File: config.mk
export PLATFORM = sky130hd
export DESIGN_NAME = steer_en_cond
export DESIGN_NICKNAME = d
export VERILOG_FILES = /design/src/rtl/steer_en_cond.sv
export SDC_FILE = /design/constraint.sdc
export NUM_CORES = 1
export LEC_CHECK = 0
export CORE_MARGIN = 5
export CORE_UTILIZATION = 50
export DETAILED_ROUTE_END_ITERATION = 16
export PLACE_DENSITY = 0.69
export SLEW_MARGIN = 20
export SYNTH_ARGS = -nofsm -noshare
export SYNTH_HDL_FRONTEND = slang
export SYNTH_SLANG_ARGS = --single-unit
File: constraint.sdc
create_clock -name clk -period 5.47 [get_ports clk]
set_input_delay 1.094 -clock clk [delete_from_list [all_inputs] [get_ports clk]]
set_output_delay 1.094 -clock clk [all_outputs]
set_load 0.005 [all_outputs]
File: src/rtl/steer_en_cond.sv
// Load-cell conditioning and settle timer for the steering-enable state machine.
// Define LD_FILT_EN to average each cell over its last four samples before thresholding.
module steer_en_cond #(
   parameter logic [11:0] MIN_RIDER_WEIGHT = 12'h200,
   parameter logic [11:0] HYSTERESIS       = 12'h040,
   parameter logic [25:0] TMR_FULL_CNT     = 26'd65_000_000
) (
   input  logic        clk,
   input  logic        rst,
   input  logic [11:0] lft_ld,
   input  logic [11:0] rght_ld,
   input  logic        ld_vld,
   input  logic        clr_tmr,
   output logic        sum_gt_min,
   output logic        sum_lt_min,
   output logic        diff_gt_1_4,
   output logic        diff_gt_15_16,
   output logic        tmr_full
);

   if (MIN_RIDER_WEIGHT < HYSTERESIS) begin : g_bad_param
      $error("steer_en_cond: HYSTERESIS exceeds MIN_RIDER_WEIGHT");
   end

   localparam logic [12:0] THR_HI = {1'b0, MIN_RIDER_WEIGHT} + {1'b0, HYSTERESIS};
   localparam logic [12:0] THR_LO = {1'b0, MIN_RIDER_WEIGHT - HYSTERESIS};

   logic [11:0] lft_eff, rght_eff;
   logic        vld_q;

`ifdef LD_FILT_EN
   logic [11:0] lft_hist_q  [4];
   logic [11:0] rght_hist_q [4];
   logic [13:0] lft_run_q, rght_run_q;

   // Running sums track the four-entry history: add the newest, drop the oldest.
   always_ff @(posedge clk) begin
      if (rst) begin
         for (int i = 0; i < 4; i++) begin
            lft_hist_q[i]  <= '0;
            rght_hist_q[i] <= '0;
         end
         lft_run_q  <= '0;
         rght_run_q <= '0;
      end else if (ld_vld) begin
         lft_run_q  <= lft_run_q + {2'b00, lft_ld} - {2'b00, lft_hist_q[3]};
         rght_run_q <= rght_run_q + {2'b00, rght_ld} - {2'b00, rght_hist_q[3]};
         for (int i = 3; i > 0; i--) begin
            lft_hist_q[i]  <= lft_hist_q[i-1];
            rght_hist_q[i] <= rght_hist_q[i-1];
         end
         lft_hist_q[0]  <= lft_ld;
         rght_hist_q[0] <= rght_ld;
      end
   end

   assign lft_eff  = lft_run_q[13:2];
   assign rght_eff = rght_run_q[13:2];
`else
   logic [11:0] lft_q, rght_q;

   always_ff @(posedge clk) begin
      if (rst) begin
         lft_q  <= '0;
         rght_q <= '0;
      end else if (ld_vld) begin
         lft_q  <= lft_ld;
         rght_q <= rght_ld;
      end
   end

   assign lft_eff  = lft_q;
   assign rght_eff = rght_q;
`endif

   logic [12:0] sum, q, f;
   logic [11:0] diff;

   always_comb begin
      sum  = {1'b0, lft_eff} + {1'b0, rght_eff};
      diff = (lft_eff >= rght_eff) ? (lft_eff - rght_eff) : (rght_eff - lft_eff);
      q    = sum >> 2;
      f    = sum - (sum >> 4);
   end

   // Flags refresh only on the cycle after a capture, otherwise they hold.
   always_ff @(posedge clk) begin
      if (rst) begin
         vld_q         <= 1'b0;
         sum_gt_min    <= 1'b0;
         sum_lt_min    <= 1'b0;
         diff_gt_1_4   <= 1'b0;
         diff_gt_15_16 <= 1'b0;
      end else begin
         vld_q <= ld_vld;
         if (vld_q) begin
            sum_gt_min    <= sum > THR_HI;
            sum_lt_min    <= sum < THR_LO;
            diff_gt_1_4   <= {1'b0, diff} > q;
            diff_gt_15_16 <= {1'b0, diff} > f;
         end
      end
   end

   logic [25:0] tmr_cnt_q;

   always_ff @(posedge clk) begin
      if (rst || clr_tmr) begin
         tmr_cnt_q <= '0;
      end else if (tmr_cnt_q != TMR_FULL_CNT) begin
         tmr_cnt_q <= tmr_cnt_q + 26'd1;
      end
   end

   assign tmr_full = (tmr_cnt_q == TMR_FULL_CNT);

endmodule

==> impl_metrics.tcl, run 1 <==
set metrics [dict create \
    initialDrtViolationCount 218 \
    layout_min_cycle_time_ns 5.08 \
    syn-num-nets 701 \
    place_ws_ns 0.334 \
    diodes 0 \
    fin_ws_ns 0.387 \
    clk_latency_ns 0.32 \
    ff2ff_path_depth 21 \
    grt_max_degree 32 \
    crit_path_start_kind "flop" \
    worstPathRequired_ns 5.69 \
    dieArea_um2 12400 \
    min_from "sum_lt_min" \
    rsz0062_at_grt "false" \
    ys_seq_area_share_pct 21.4 \
    drt-vias-per-instance 5.55 \
    maxCapViolations 0 \
    die_width_um 111 \
    track_usage_pct 19.0 \
    place_hpwl_um 9540 \
    async_reset_ff_share_pct 0 \
    outcome "completed" \
    clock_sinks 55 \
    peakVddDrop_uv 191 \
    drv_slew 0 \
    core_um2 10200 \
    synth_cells 603 \
    criticalPathCategory "flop to flop" \
    clk_pin_slew_ns 0.11 \
    pin_count 33 \
    maxSlewHeadroom_pct 40.5 \
    ctsHoldBuffers 0 \
    cellLeakagePower_uw 0.00250 \
    cts_tree "done" \
    syn_area_per_cell_um2 8.53 \
    grt_pass1_wl_um 19900 \
    fin_crit_sh_pct 92.9 \
    crit_path_start "lft_eff[1]" \
    cts_buffer_depth 2 \
    p_per_area_nw_per_um2 269 \
    overflow 0 \
    endpoint_kind "flop" \
    critical_path.max_stage_delay_ns 0.48 \
    tightestPinTransition_ns 0.880 \
    skew_ns 0.0189 \
    path_delay_family "compound AO/OA/AOI/OAI gates" \
    ant_nets 0 \
    synthDistinctLibCells 83 \
    crit_slowest_cell "fa_1" \
    die_h_um 111 \
    ys_seq_elements 55 \
    start_util_pct 50.5 \
    yosysTopAreaCellShare_pct 21.4 \
    arrival_ns 5.31 \
    cts_root_buffer "clkbuf_8" \
    final.setup.tns_ns 0 \
    nNetsFinal 727 \
    avgRoutedWirePerCell_um 15.4 \
    hold_viol_final 0 \
    rows 37 \
    hold_class "flop to flop" \
    firstDrtPassIters 5 \
    critPathMaxFanout 5 \
    cts_made_buffers 5 \
    gp_congestion 0.886 \
    syn2layout_area_growth_pct 11.0 \
    layout-drive-gt1-share_pct 7.46 \
    wirelength_um 11800 \
    antenna_found_initial 0 \
    rr_startpoint "lft_eff[1]" \
    drc 0 \
    fin_util_pct 56.1 \
    worstHoldPathCells 2 \
    crit_chain "inv_1 > fa_1 > o21bai_2 > a21oi_2 > xnor2_4 > inv_1 > ha_1 > fa_1 > o41ai_4 > a31oi_4 > o31ai_4 > a21oi_1 > xor2_1 > ha_1 > nand4_1 > nor3_1 > nor4b_2 > o31ai_2 > nor3_1 > a22o_1 > a211o_1" \
    max_freq_ghz 0.197 \
    synthFlopType "dfxtp_1" \
    synth_most_common_cell "nor2_1" \
    crit_cells 21 \
    htreeDepth 2 \
    vias 4253 \
    synth_enable_flop_cells 0 \
    setup_viol 0 \
    grt_pass1_vias 4071 \
    path_buf_inv 2 \
    io_buffers 32 \
    yosysWarnings 0 \
    synth_area_leader_cell "dfxtp_1" \
    synth_area_leaders "dfxtp_1, ha_1, mux2i_1" \
    yosys-top-cells-count "nor2_1, ha_1, dfxtp_1, inv_1, mux2i_1" \
    syn_area_um2 5140 \
]
==> cells in the final DEF (no fill, tap or decap), types with 4 or more instances in the layout <==
cell,Yosys,layout
a211o_1,4,4
a21o_1,15,15
a21oi_1,30,30
a221oi_1,4,4
and3_1,8,8
buf_4,2,7
clkbuf_8,0,5
clkdlybuf4s50_1,0,32
dfxtp_1,55,55
fa_1,4,4
ha_1,66,66
inv_1,51,51
mux2i_1,33,33
nand2_1,32,32
nand2b_1,6,6
nand3_1,18,18
nand3b_1,4,4
nand4_1,7,7
nor2_1,70,70
nor2b_1,6,6
nor3_1,13,13
nor4_1,5,5
o21a_1,5,5
o21ai_0,14,14
o21bai_1,4,4
o221ai_1,4,4
or3_1,5,5
xnor2_1,23,23
xor2_1,27,27
==> tightest hold or removal path, stage by stage (launching register included) <==
cell      delay, ns
dfxtp_1        0.33
nand2b_1       0.06
a21oi_1        0.06
==> state kept, by name (all words and copies together), names as in the netlist <==
name           count
rght_eff          12
diff_gt_1_4        1
tmr_cnt_q         26
sum_lt_min         1
lft_eff           12
diff_gt_15_16      1
vld_q              1
sum_gt_min         1
==> final cells by class <==
class                      instances  area (um^2)
clock inverter                     2         38.8
fill                             974         4470
inverter                          54          203
sequential                        55         1100
clock buffer                       6         72.6
timing repair buffer              39          373
tap                              136          170
multi-input combinational        474         3750
==> path summary, 6_finish.rpt <==
| kind | end | slack, ns |
|---|---|---|
| max | diff_gt_15_16 | 0.39 |
| max reg2reg | diff_gt_15_16 | 0.39 |
| min | sum_lt_min | 0.48 |
| min reg2reg | sum_lt_min | 0.48 |
==> through the flow <==
step                      cell area [um^2]  hold slack, ns  std cells  total power [uW]
final                                 5710           0.484        766              1540
after global routing                  5710           0.525        766              1670
after CTS                             5700           0.496        766              1550
after detailed placement              5590           0.478        758              1260
after global placement                5590           0.474        758              1240
after floorplan                       5140           0.466        603              1060
==> repair_timing <==
action | 4_1_cts | 5_1_grt
buffers inserted | 0 | 0
hold endpoints to repair | 0 | 0
resized for setup | 0 | 2
setup endpoints to repair | 0 | 1
==> report_power, final <==
part	switching [uW]	total (uW)	leakage, uW	internal [uW]
clock network	138	277	0.0000558	139
registers	16.2	432	0.000449	416
logic	458	830	0.00200	372
total	613	1540	0.00250	926
==> per-layer routing <==
metal	vias to the layer above	part of all wire [%]	track usage, %
met5	-	0	0
met4	0	1.1	4.38
met3	12	4.0	3.15
met2	85	44	30.0
met1	1996	51	27.3
li1	2160	-	-
==> cell families after synthesis <==
logic type	count (synthesis)	share of synthesized area (%)
and+or+nand+nor	199	19.7
xor gates and xnor gates	56	11.2
DFF	55	21.4
AOI/OAI and AO/OA	113	17.1
muxes	35	6.86
adders and majority gates	71	17.8
buffers and inverters	74	5.86
Power figures use the tool's default switching activity.
==> run 2: changes to the inputs <==
--- a/config.mk
+++ b/config.mk
@@ -9,6 +9,7 @@
 export CORE_UTILIZATION = 50
 export DETAILED_ROUTE_END_ITERATION = 16
 export PLACE_DENSITY = 0.69
+export SETUP_SLACK_MARGIN = 0.02
 export SLEW_MARGIN = 20
 export SYNTH_ARGS = -nofsm -noshare
 export SYNTH_HDL_FRONTEND = slang
==> run 2 against run 1 <==
Against the previous run: worst setup slack improved by 0.0045 ns; sequential share of layout area is essentially flat; critical endpoint unchanged; sequential cell count stayed put; routed wire length barely moved; total power hardly changed; design area about the same; hold slack about the same; non-clock buffer count stayed put; die area stayed put.
==> impl_metrics.tcl, run 2 (synthesis gave the netlist of run 1 again) <==
set metrics [dict create \
    drt-met1-wl_um 6080 \
    max_freq_ghz 0.197 \
    min_from "sum_lt_min" \
    crit_chain "ha_1 > inv_1 > fa_1 > o21bai_2 > a21oi_2 > xnor2_4 > inv_1 > ha_1 > fa_1 > o41ai_4 > a31oi_4 > o31ai_4 > a21oi_1 > xor2_1 > ha_1 > nand4_1 > nor3_1 > nor4b_2 > o31ai_2 > nor3_1 > a22o_1 > a211o_1" \
    initialDrtViolationCount 218 \
    crit_slowest_cell "fa_1" \
    p_per_area_nw_per_um2 269 \
    met2_length_um 5170 \
    vias 4244 \
    rows 37 \
    postCtsSetupBuffers 0 \
    track_usage_pct 19.0 \
    ff2ff_path_depth 22 \
    rr_startpoint "lft_eff[0]" \
    layout_commonest_cell "nor2_1" \
    holdWs_ns 0.484 \
    dieArea_um2 12400 \
    dr_wl_met3_um 411 \
    clock_sinks 55 \
    min_to "sum_lt_min" \
    syn2layout_area_growth_pct 11.0 \
    avgRoutedWirePerCell_um 15.4 \
    core_um2 10200 \
    maxSlewHeadroom_pct 40.5 \
    cellLeakagePower_uw 0.00250 \
    criticalPathCategory "flop to flop" \
    hold_class "flop to flop" \
    reg2reg_to "diff_gt_15_16" \
    cts_tree "done" \
    outcome "completed" \
    cts_made_buffers 5 \
    drv_slew 0 \
    rrSetupSlack_ns 0.39 \
    grt_max_degree 32 \
    pin_count 33 \
    clk_pin_slew_ns 0.11 \
    ant_nets 0 \
    path_delay_family "compound AO/OA/AOI/OAI gates" \
    critPathMaxFanout 5 \
    fin_crit_sh_pct 92.8 \
    wirelength_um 11800 \
    worstHoldPathCells 2 \
    setup_viol 0 \
    final_cell_mix "nor2_1, ha_1, dfxtp_1, inv_1, mux2i_1" \
    grt_pass1_vias 4071 \
    nNetsFinal 727 \
    final.setup.tns_ns 0 \
    arrival_ns 5.30 \
    die_h_um 111 \
    clk_latency_ns 0.32 \
    layout-drive-gt1-share_pct 7.62 \
    peakVddDrop_uv 191 \
    rsz0062_at_grt "false" \
    gp_congestion 0.886 \
    worstPathRequired_ns 5.69 \
    place_hpwl_um 9540 \
    largest-register "tmr_cnt_q" \
    drt-vias-per-instance 5.54 \
    cts-resized-gates 0 \
    cpMostUsedCell "ha_1" \
    grt_pass1_wl_um 19900 \
    start_util_pct 50.5 \
    critical_path.max_stage_delay_ns 0.45 \
    ctsHoldBuffers 0 \
    hold_viol_final 0 \
    maxCapViolations 0 \
    endpoint_kind "flop" \
    overflow 0 \
    layout_min_cycle_time_ns 5.08 \
    htreeDepth 2 \
    tightestPinTransition_ns 0.880 \
    routed.top_layer "met4" \
    skew_ns 0.0189 \
    cts_root_buffer "clkbuf_8" \
    path_buf_inv 2 \
    firstDrtPassIters 5 \
    crit_path_start_kind "flop" \
    die_width_um 111 \
    io_buffers 32 \
    cts_buffer_depth 2 \
    drc 0 \
    crit_cells 22 \
    antenna_found_initial 0 \
    largest_register_ffs 26 \
    diodes 0 \
]
==> run 2: power by group <==
| group | internal, uW | switching [uW] |
|---|---|---|
| combinational | 372 | 458 |
| clock | 139 | 138 |
| sequential | 416 | 16.2 |
==> run 2: cell type report <==
cell class	instances	area [um^2]
Clock buffer	6	72.6
Clock inverter	2	38.8
Fill cell	973	4470
Inverter	54	203
Multi-Input combinational cell	474	3750
Sequential cell	55	1100
Tap cell	136	170
Timing Repair Buffer	39	373
==> run 2: metal layers <==
layer | up-vias | global-route usage [%]
met5 | - | 0
met4 | 0 | 4.38
met3 | 12 | 3.15
met2 | 75 | 30.0
met1 | 1998 | 27.3
li1 | 2159 | -
==> run 2: worst max path at each step <==
| stage | from | slack [ns] | end |
|---|---|---|---|
| 2_1_floorplan | lft_eff[1] | 0.62 | diff_gt_15_16 |
| 3_3_place_gp | lft_eff[3] | 0.50 | diff_gt_15_16 |
| 3_5_place_dp | lft_eff[1] | 0.33 | diff_gt_15_16 |
| 4_1_cts | lft_eff[1] | 0.31 | diff_gt_15_16 |
| 5_1_grt | lft_eff[2] | 0.04 | diff_gt_15_16 |
| 6_report | lft_eff[0] | 0.39 | diff_gt_15_16 |
==> run 2: tightest hold or removal path, cell delays in order, from the launching register on <==
cell and delay [ns]:
dfxtp_1 0.33, nand2b_1 0.06, a21oi_1 0.06
==> run 2: through the flow <==
stage                     cells  total power, uW  area, um^2  setup slack, ns  utilization, %
after floorplan             603             1060        5140            0.624               -
after global placement      758             1240        5590            0.497            54.9
after detailed placement    758             1260        5590            0.334            54.9
after CTS                   766             1550        5700            0.309            56.0
after global routing        766             1670        5710           0.0433            56.1
final                       766             1540        5710            0.392            56.1
